**src/rtl/mul_issue_ctrl_if.sv**
```systemverilog
// Execute-stage side of the multiply issue controller: MULT/MULTU requests,
// MTHI/MTLO writes, and the architectural HI/LO plus stall/completion flags.
interface mul_issue_ctrl_if;
  logic        start;
  logic        is_signed;
  logic [31:0] a_in;
  logic [31:0] b_in;
  logic        mthi;
  logic        mtlo;
  logic [31:0] wdata;
  logic [31:0] hi;
  logic [31:0] lo;
  logic        busy;
  logic        done;

  modport master (
    output start, is_signed, a_in, b_in, mthi, mtlo, wdata,
    input  hi, lo, busy, done
  );

  modport slave (
    input  start, is_signed, a_in, b_in, mthi, mtlo, wdata,
    output hi, lo, busy, done
  );
endinterface

```
**src/rtl/mul_issue_ctrl.sv**
```systemverilog
// Issue/capture controller for a fixed-latency unsigned 32x32 multiplier: feeds it operand
// magnitudes, counts out its latency, then sign-corrects the product into HI/LO.
module mul_issue_ctrl #(
  parameter int unsigned MUL_LATENCY = 33
) (
  input  logic                clk,
  input  logic                reset,
  mul_issue_ctrl_if.slave     cpu,
  output logic                mul_reset,
  output logic [31:0]         mul_a,
  output logic [31:0]         mul_b,
  input  logic [63:0]         mul_z
);

  typedef enum logic [1:0] {StIdle, StLaunch, StRun} state_e;

  localparam logic [5:0] LastCnt = 6'(MUL_LATENCY - 1);

  state_e      state_q;
  logic [5:0]  cnt_q;
  logic        neg_q;
  logic [31:0] hi_q;
  logic [31:0] lo_q;
  logic        busy_q;
  logic        done_q;
  logic        mul_reset_q;
  logic [31:0] mul_a_q;
  logic [31:0] mul_b_q;

  logic [31:0] a_mag;
  logic [31:0] b_mag;
  logic [63:0] product_fixed;

  // 0x80000000 negates to itself, which the unsigned multiplier reads as 2^31.
  always_comb begin
    a_mag = (cpu.is_signed && cpu.a_in[31]) ? (~cpu.a_in + 32'd1) : cpu.a_in;
    b_mag = (cpu.is_signed && cpu.b_in[31]) ? (~cpu.b_in + 32'd1) : cpu.b_in;
  end

  always_comb begin
    product_fixed = neg_q ? (~mul_z + 64'd1) : mul_z;
  end

  always_ff @(posedge clk) begin
    if (reset) begin
      state_q     <= StIdle;
      cnt_q       <= '0;
      neg_q       <= 1'b0;
      hi_q        <= '0;
      lo_q        <= '0;
      busy_q      <= 1'b0;
      done_q      <= 1'b0;
      mul_reset_q <= 1'b1;
      mul_a_q     <= '0;
      mul_b_q     <= '0;
    end else begin
      done_q <= 1'b0;
      case (state_q)
        StIdle: begin
          // A same-cycle start still lets the move land; the product overwrites it later.
          if (cpu.mthi) hi_q <= cpu.wdata;
          if (cpu.mtlo) lo_q <= cpu.wdata;
          if (cpu.start) begin
            neg_q       <= cpu.is_signed & (cpu.a_in[31] ^ cpu.b_in[31]);
            mul_a_q     <= a_mag;
            mul_b_q     <= b_mag;
            mul_reset_q <= 1'b1;
            busy_q      <= 1'b1;
            state_q     <= StLaunch;
          end
        end
        StLaunch: begin
          mul_reset_q <= 1'b0;
          cnt_q       <= '0;
          state_q     <= StRun;
        end
        StRun: begin
          if (cnt_q == LastCnt) begin
            {hi_q, lo_q} <= product_fixed;
            done_q       <= 1'b1;
            busy_q       <= 1'b0;
            mul_reset_q  <= 1'b1;
            state_q      <= StIdle;
          end else begin
            cnt_q <= cnt_q + 6'd1;
          end
        end
        default: state_q <= StIdle;
      endcase
    end
  end

  assign cpu.hi    = hi_q;
  assign cpu.lo    = lo_q;
  assign cpu.busy  = busy_q;
  assign cpu.done  = done_q;
  assign mul_reset = mul_reset_q;
  assign mul_a     = mul_a_q;
  assign mul_b     = mul_b_q;

endmodule

```
**src/flat_wrapper.sv**
```systemverilog
// flat-port wrapper written by rule: the top's interface ports become plain ports
module mul_issue_ctrl_flat 
#(
  parameter int unsigned MUL_LATENCY = 33
)
  (clk, reset, mul_reset, mul_a, mul_b, mul_z, cpu_start, cpu_is_signed, cpu_a_in, cpu_b_in, cpu_mthi, cpu_mtlo, cpu_wdata, cpu_hi, cpu_lo, cpu_busy, cpu_done);
  mul_issue_ctrl_if cpu_i ();
  input  logic clk;
  input  logic reset;
  output logic mul_reset;
  output logic [31:0] mul_a;
  output logic [31:0] mul_b;
  input  logic [63:0] mul_z;
  input wire logic [$bits(cpu_i.start)-1:0] cpu_start;
  input wire logic [$bits(cpu_i.is_signed)-1:0] cpu_is_signed;
  input wire logic [$bits(cpu_i.a_in)-1:0] cpu_a_in;
  input wire logic [$bits(cpu_i.b_in)-1:0] cpu_b_in;
  input wire logic [$bits(cpu_i.mthi)-1:0] cpu_mthi;
  input wire logic [$bits(cpu_i.mtlo)-1:0] cpu_mtlo;
  input wire logic [$bits(cpu_i.wdata)-1:0] cpu_wdata;
  output wire logic [$bits(cpu_i.hi)-1:0] cpu_hi;
  output wire logic [$bits(cpu_i.lo)-1:0] cpu_lo;
  output wire logic [$bits(cpu_i.busy)-1:0] cpu_busy;
  output wire logic [$bits(cpu_i.done)-1:0] cpu_done;
  assign cpu_i.start = cpu_start;
  assign cpu_i.is_signed = cpu_is_signed;
  assign cpu_i.a_in = cpu_a_in;
  assign cpu_i.b_in = cpu_b_in;
  assign cpu_i.mthi = cpu_mthi;
  assign cpu_i.mtlo = cpu_mtlo;
  assign cpu_i.wdata = cpu_wdata;
  assign cpu_hi = cpu_i.hi;
  assign cpu_lo = cpu_i.lo;
  assign cpu_busy = cpu_i.busy;
  assign cpu_done = cpu_i.done;
  mul_issue_ctrl #(.MUL_LATENCY(MUL_LATENCY)) u_core (.clk(clk), .reset(reset), .cpu(cpu_i), .mul_reset(mul_reset), .mul_a(mul_a), .mul_b(mul_b), .mul_z(mul_z));
endmodule
```
**config.mk**
```make
export PLATFORM = sky130hd
export DESIGN_NAME = mul_issue_ctrl_flat
export DESIGN_NICKNAME = d
export VERILOG_FILES = /design/src/rtl/mul_issue_ctrl_if.sv /design/src/rtl/mul_issue_ctrl.sv /design/src/flat_wrapper.sv
export SDC_FILE = /design/constraint.sdc
export NUM_CORES = 1
export LEC_CHECK = 0
export BUFFER_PORTS_ARGS = -buffer_cell sky130_fd_sc_hd__buf_2
export CORE_MARGIN = 2
export CORE_UTILIZATION = 55
export CTS_CLUSTER_DIAMETER = 200
export CTS_CLUSTER_SIZE = 40
export DETAILED_ROUTE_END_ITERATION = 10
export GPL_TIMING_DRIVEN = 0
export PLACE_DENSITY = 0.87
export SKIP_CTS_REPAIR_TIMING = 1
export SLEW_MARGIN = 20
export SYNTH_ARGS = -nofsm -noshare
export SYNTH_HDL_FRONTEND = slang
export SYNTH_SLANG_ARGS = --single-unit
```
**constraint.sdc**
```tcl
create_clock -name clk -period 4.6 [get_ports clk]
set_input_delay 0.92 -clock clk [delete_from_list [all_inputs] [get_ports clk]]
set_output_delay 0.92 -clock clk [all_outputs]
set_load 0.01 [all_outputs]
```
# Word level (Yosys, flattened, before mapping)
# Index checks and enable logic that the tools add are counted.
dict set report classes {
  add_sub_neg 4
  n_mul 0
  div_mod_pow 0
  order_cmp 0
  n_eq_ne 8
  shift 0
  muxes 20
  bitwise_logic 6
  reduce_logical 14
}
# operator n
set ops {}
lappend ops {{32-bit 2-to-1 mux} 6}
lappend ops {{32-bit one-hot mux with 2 select lines} 2}
lappend ops {{32-bit by 1-bit adder with 32-bit output, second input constant} 2}
lappend ops {{64-bit by 1-bit adder with 64-bit output, second input constant} 1}
lappend ops {{64-bit 2-to-1 mux} 1}
lappend ops {{32-bit inverter} 2}
lappend ops {{64-bit inverter} 1}
lappend ops {{6-bit one-hot mux with 2 select lines} 1}
lappend ops {{3-bit AND reduction} 4}
lappend ops {{2-bit != test, second input constant} 4}
lappend ops {{6-bit by 1-bit adder with 6-bit output, second input constant} 1}
lappend ops {{6-bit == test, second input constant} 1}
lappend ops {{6-bit 2-to-1 mux} 1}
lappend ops {{2-bit one-hot mux with 3 select lines} 1}
lappend ops {{2-bit AND reduction} 3}
lappend ops {{1-bit 2-to-1 mux} 4}
lappend ops {{2-bit 2-to-1 mux} 2}
lappend ops {{2-bit nonzero test} 2}
lappend ops {{1-bit one-hot mux with 3 select lines} 1}
lappend ops {{3-bit nonzero test} 1}
lappend ops {{2-bit by 1-bit == test with 1-bit output, second input constant} 1}
lappend ops {{2-bit == test, second input constant} 1}
lappend ops {{1-bit logical AND} 2}
lappend ops {{2-bit logical NOT} 1}
lappend ops {{6 further kinds} 6}
dict set report word_totals {
  register_bits 140
  latch_bits 0
  ram_bits 0
  mem_bits_ro 0
  in_bits 166
  out_inout_bits 131
  wordCells 62
  memories 0
}

# Logic depth before layout (Yosys ltp)
dict set report depth {
  word_depth 5
  depth_mapped 9
  depth_no_buf 8
}

# Worst setup path before layout
# Ideal clock, no wire load.
dict set report synth_timing {
  kind {input port to flip-flop}
  from {input port mul_z[12]}
  to {register u_core.hi_q[26], in the netlist u_core.cpu.hi[26]}
  setup_time_ns 0.127
  arrival_time_ns 3.332
  required_time_ns 4.473
  path_slack_ns 1.141
  stages 7
  n_path_buf 1
  path_cell_list {or4_1 > clkbuf_2 > or4_4 > nor4b_4 > or4b_1 > mux2i_1 > or3_1}
}
dict set report synth_via {
  elab_chain_cells 5
}
# element line_no
set synth_lines {}
lappend synth_lines {{start: declaration} flat_wrapper.sv:13} ;# input logic [63:0] mul_z;
lappend synth_lines {{64-bit inverter} mul_issue_ctrl.sv:41} ;# product_fixed = neg_q ? (~mul_z + 64'd1) : mul_z;
lappend synth_lines {{64-bit by 1-bit adder with 64-bit output} mul_issue_ctrl.sv:41}
lappend synth_lines {{64-bit 2-to-1 mux} mul_issue_ctrl.sv:41}
lappend synth_lines {{32-bit 2-to-1 mux} mul_issue_ctrl.sv:78} ;# if (cnt_q == LastCnt) begin
lappend synth_lines {{32-bit one-hot mux with 2 select lines} mul_issue_ctrl.sv:58} ;# case (state_q)
lappend synth_lines {{end signal: assignment} mul_issue_ctrl.sv:61} ;# if (cpu.mthi) hi_q <= cpu.wdata;
lappend synth_lines {{end signal: assignment} mul_issue_ctrl.sv:79} ;# {hi_q, lo_q} <= product_fixed;
lappend synth_lines {{end: declaration} mul_issue_ctrl.sv:22} ;# logic [31:0] hi_q;
# No other way between the ends. The select of a mux whose other input is x is not followed.
# A chain may end at the register's enable or synchronous reset.

# Final worst setup path
dict set report layout_timing {
  from {register u_core.cnt_q[0]}
  to {register u_core.hi_q[10], in the netlist u_core.cpu.hi[10]}
}
dict set report layout_via {
  elab_chain_cells 3
}
# element line_no
set layout_lines {}
lappend layout_lines {{start: declaration} mul_issue_ctrl.sv:20} ;# logic [5:0] cnt_q;
lappend layout_lines {{start signal: assignment} mul_issue_ctrl.sv:85} ;# cnt_q <= cnt_q + 6'd1;
lappend layout_lines {{6-bit == test} mul_issue_ctrl.sv:78}
lappend layout_lines {{2-bit by 1-bit != test with 1-bit output (no line)} n/a}
lappend layout_lines {{3-bit AND reduction (no line)} n/a}
# No other way between the ends.

==> qor.tcl <==
set qor(run_status) {complete, no violations}
set qor(hold_path_class) {flop to flop}
set qor(hold-worst-slack_ns) 0.452
set qor(growth_of_design_area_from_synthesis_to_finish_pct) 27.8
set qor(floorplan.core_area_um2) 15300
set qor(power_frac_clock) 0.408
set qor(power.sequential.fraction) 0.366
set qor(power.combinational.fraction) 0.226
set qor(crit_fanout) 10
set qor(cp_data_required_time_ns) 4.87
set qor(synth_register_bits) 140
set qor(post_synth_edffs) 0
set qor(cts.htree.levels) 4
set qor(setup_viol_count_final) 0
set qor(num_vias) 11000
set qor(multiInputGateArea_um2) 5430
set qor(initial_utilization) 0.564
set qor(critical_path.reg2reg.endpoint) {u_core.cpu.hi[10]}
set qor(port_buffers) 295
set qor(yosysTopAreaCellShare) 0.326
set qor(grt_first_pass_wirelength_um) 56500
set qor(netlist.top_cell.by_area) {sky130_fd_sc_hd__dfxtp_1}
set qor(max_cap_viol_count) 0
set qor(remaining_drc_errors) 0
set qor(critical_path_arrival_ns) 3.96
set qor(synth.top_cells.by_area) {sky130_fd_sc_hd__dfxtp_1 33%, sky130_fd_sc_hd__nor2_1 6.3%, sky130_fd_sc_hd__xor2_1 6.2%}
set qor(most_instantiated_library_cell_after_synthesis) {sky130_fd_sc_hd__nor2_1}
set qor(powerDensity_nw_per_um2) 343
set qor(fraction_of_registers_with_async_set_reset) 0
set qor(maxSlewHeadroom) 0.271
set qor(peakVddDrop_mv) 0.263
set qor(drt_iter0_markers) 1367
set qor(firstDrtPassIters) 6
set qor(synth.top_cells.by_count) {145 x sky130_fd_sc_hd__nor2_1, 140 x sky130_fd_sc_hd__dfxtp_1, 98 x sky130_fd_sc_hd__a21oi_1}
set qor(clock_input_transition_at_the_sequential_cells_of_the_worst_setup_and_hold_paths_ns) 0.07
set qor(die_x_um) 129
set qor(cells_after_synthesis) 1144
set qor(maxClockFrequency_mhz) 272
set qor(grt_setup_unrepaired) {false}
set qor(tightestPinTransition_ns) 1.08
set qor(insertion_delay_ns) 0.44
set qor(wl_per_cell_um) 22.8
set qor(timing.clock.skew_ns) 0.00817
set qor(cell_internal_pwr_mw) 2.55
set qor(routed_wirelength_um) 38400
set qor(postSynth.topFlopCell) {sky130_fd_sc_hd__dfxtp_1}
set qor(clock_path_buffers) 2
set qor(layout.filler_cells) 1260
set qor(timing.final.hold_violations) 0
set qor(power.net_switching_mw) 1.22
set qor(place_congestion) 1.05
set qor(global_route.overflow_total) 0
set qor(dieHeight_um) 129
set qor(fin_tns_setup_ns) 0
set qor(std_cell_rows) 45
set qor(gr-usage-all-layers) 0.447
set qor(min_period_over_period) 0.801
set qor(worst-r2r-cell-count) 7
set qor(final_nets) 1629
set qor(grt_max_degree) 17
set qor(drive_above_1_share) 0.232
set qor(cp-endpoint) {u_core.cpu.hi[10]}
set qor(synth_nets) 1315
set qor(cts_made_buffers) 17
set qor(final_max_slew_viol_count) 0
set qor(synth.distinct_cells) 64
set qor(grt_pass1_vias) 10200
set qor(setup.reg_to_reg.worst_slack_ns) 0.92
set qor(clock_tree_from_tritoncts) {yes}
set qor(io_pins) 297
set qor(sequential_cell_area_um2) 2800
set qor(antenna_found_initial) 2
set qor(antenna_left) 0
set qor(criticalPathCategory) {flop to flop}
set qor(cts-root-buf) {sky130_fd_sc_hd__clkbuf_16}
set qor(worst_setup_path_start_kind) {flop}
set qor(yosys_warnings) 0
set qor(synthesis.area_per_instance_um2) 7.52
set qor(seq_area_frac_synth) 0.326
set qor(cp-end-kind) {flop}
set qor(static-leakage-power_nw) 4.40
set qor(post-dp-hpwl_um) 28900
set qor(power.switching_fraction) 0.323
set qor(worst_r2r_startpoint) {u_core.cnt_q[0]}
set qor(crit_path_start) {u_core.cnt_q[0]}
set qor(cts_num_sinks) 140
set qor(period_needed_ns) 3.68
set qor(route.detailed.vias_per_inst) 6.54
set qor(design.die.area_um2) 16700
set qor(mappedNetlistArea_um2) 8610
-- cells in the final DEF (no fill, tap or decap), types with 18 or more instances in the layout --
cell	synthesis	layout
sky130_fd_sc_hd__nand3_1	28	28
sky130_fd_sc_hd__buf_2	0	295
sky130_fd_sc_hd__nor4_1	23	23
sky130_fd_sc_hd__or4_1	20	20
sky130_fd_sc_hd__or3_1	23	23
sky130_fd_sc_hd__o21ai_0	80	80
sky130_fd_sc_hd__o41ai_1	19	19
sky130_fd_sc_hd__inv_1	21	21
sky130_fd_sc_hd__o31ai_1	22	22
sky130_fd_sc_hd__xnor2_1	37	37
sky130_fd_sc_hd__xor2_1	61	61
sky130_fd_sc_hd__a31oi_1	18	18
sky130_fd_sc_hd__clkbuf_1	73	73
sky130_fd_sc_hd__a211oi_1	49	49
sky130_fd_sc_hd__a21oi_1	98	98
sky130_fd_sc_hd__dfxtp_1	140	140
sky130_fd_sc_hd__nand2_1	96	96
sky130_fd_sc_hd__nor3_1	34	34
sky130_fd_sc_hd__nor2_1	145	145
-- area by class of cell --
type / instances / area share
multi-input cells: 903 / 0.493
flip-flops and latches: 140 / 0.255
repair buffers: 295 / 0.134
clock buffers: 18 / 0.0399
plain buffers: 80 / 0.0274
well taps: 211 / 0.0240
clock inverters: 14 / 0.0186
inverters: 21 / 0.00716
diodes: 3 / 0.000682
-- registers in the layout, summed over array words and instances (netlist names) --
register / flops
u_core.cpu.done: 1
u_core.neg_q: 1
u_core.cnt_q: 6
u_core.cpu.busy: 1
u_core.cpu.hi: 32
u_core.cpu.lo: 32
u_core.mul_reset: 1
u_core.state_q: 2
u_core.mul_a: 32
u_core.mul_b: 32
-- routing by layer --
layer / vias up / global-route usage / wire (um)
li1: 4860 / - / -
met1: 5073 / 0.538 / 13900
met2: 915 / 0.717 / 17100
met3: 170 / 0.125 / 5090
met4: 0 / 0.259 / 2340
met5: - / 0 / 0
-- cell families (layout without fill, tap and decap cells) --
logic type                 after synthesis  in the layout  share of synthesized area
and+or+nand+nor                        431            431                      0.246
other                                    0              3                          0
AOI/OAI and AO/OA                      360            360                      0.267
adders and majority gates                5              5                    0.00727
xor gates and xnor gates                98             98                     0.0997
buffers and inverters                  101            428                     0.0442
DFF                                    140            140                      0.326
muxes                                    9              9                     0.0105
-- worst min path at each step --
stage | slack [ns] | to | startpoint | depth (start not counted)
final | 0.45 | u_core.cpu.lo[19] | u_core.cpu.lo[19] | 2
after global routing | 0.46 | u_core.cpu.lo[17] | u_core.cpu.lo[17] | 2
after CTS | 0.45 | u_core.cpu.lo[20] | u_core.cpu.lo[20] | 2
after detailed placement | 0.44 | u_core.cpu.lo[13] | u_core.cpu.lo[13] | 2
after global placement | 0.44 | u_core.cpu.lo[15] | u_core.cpu.lo[15] | 2
after floorplan | 0.47 | u_core.cpu.hi[16] | u_core.cpu.hi[16] | 2
-- through the flow --
stage | area, um2 | total power, mW | instances | utilization | worst slack [ns]
6_report | 11000 | 3.77 | 1685 | 0.721 | 0.918
5_1_grt | 11000 | 3.88 | 1682 | 0.721 | 0.831
4_1_cts | 11000 | 3.73 | 1682 | 0.721 | 1.14
3_5_place_dp | 10400 | 2.22 | 1650 | 0.679 | 0.728
3_3_place_gp | 10300 | 2.20 | 1650 | 0.678 | 0.722
2_1_floorplan | 8610 | 1.82 | 1144 | - | 1.14
-- worst max-delay path, stage by stage (launching register included) --
cell	delay, ns
sky130_fd_sc_hd__dfxtp_1	0.35
sky130_fd_sc_hd__inv_1	0.09
sky130_fd_sc_hd__ha_1	0.17
sky130_fd_sc_hd__nor4b_1	0.70
sky130_fd_sc_hd__nand2_1	0.49
sky130_fd_sc_hd__nor2_1	0.89
sky130_fd_sc_hd__clkbuf_1	0.65
sky130_fd_sc_hd__a311oi_1	0.18
-- power groups by stage --
stage                     Combinational [mW]  Clock, mW  Sequential, mW
after global routing                   0.908       1.58            1.39
final                                  0.854       1.54            1.38
after global placement                 0.803          0            1.40
after detailed placement               0.817          0            1.40
after CTS                              0.825       1.53            1.38
after floorplan                        0.381          0            1.44
No activity file was read; power rests on OpenSTA's default activity.
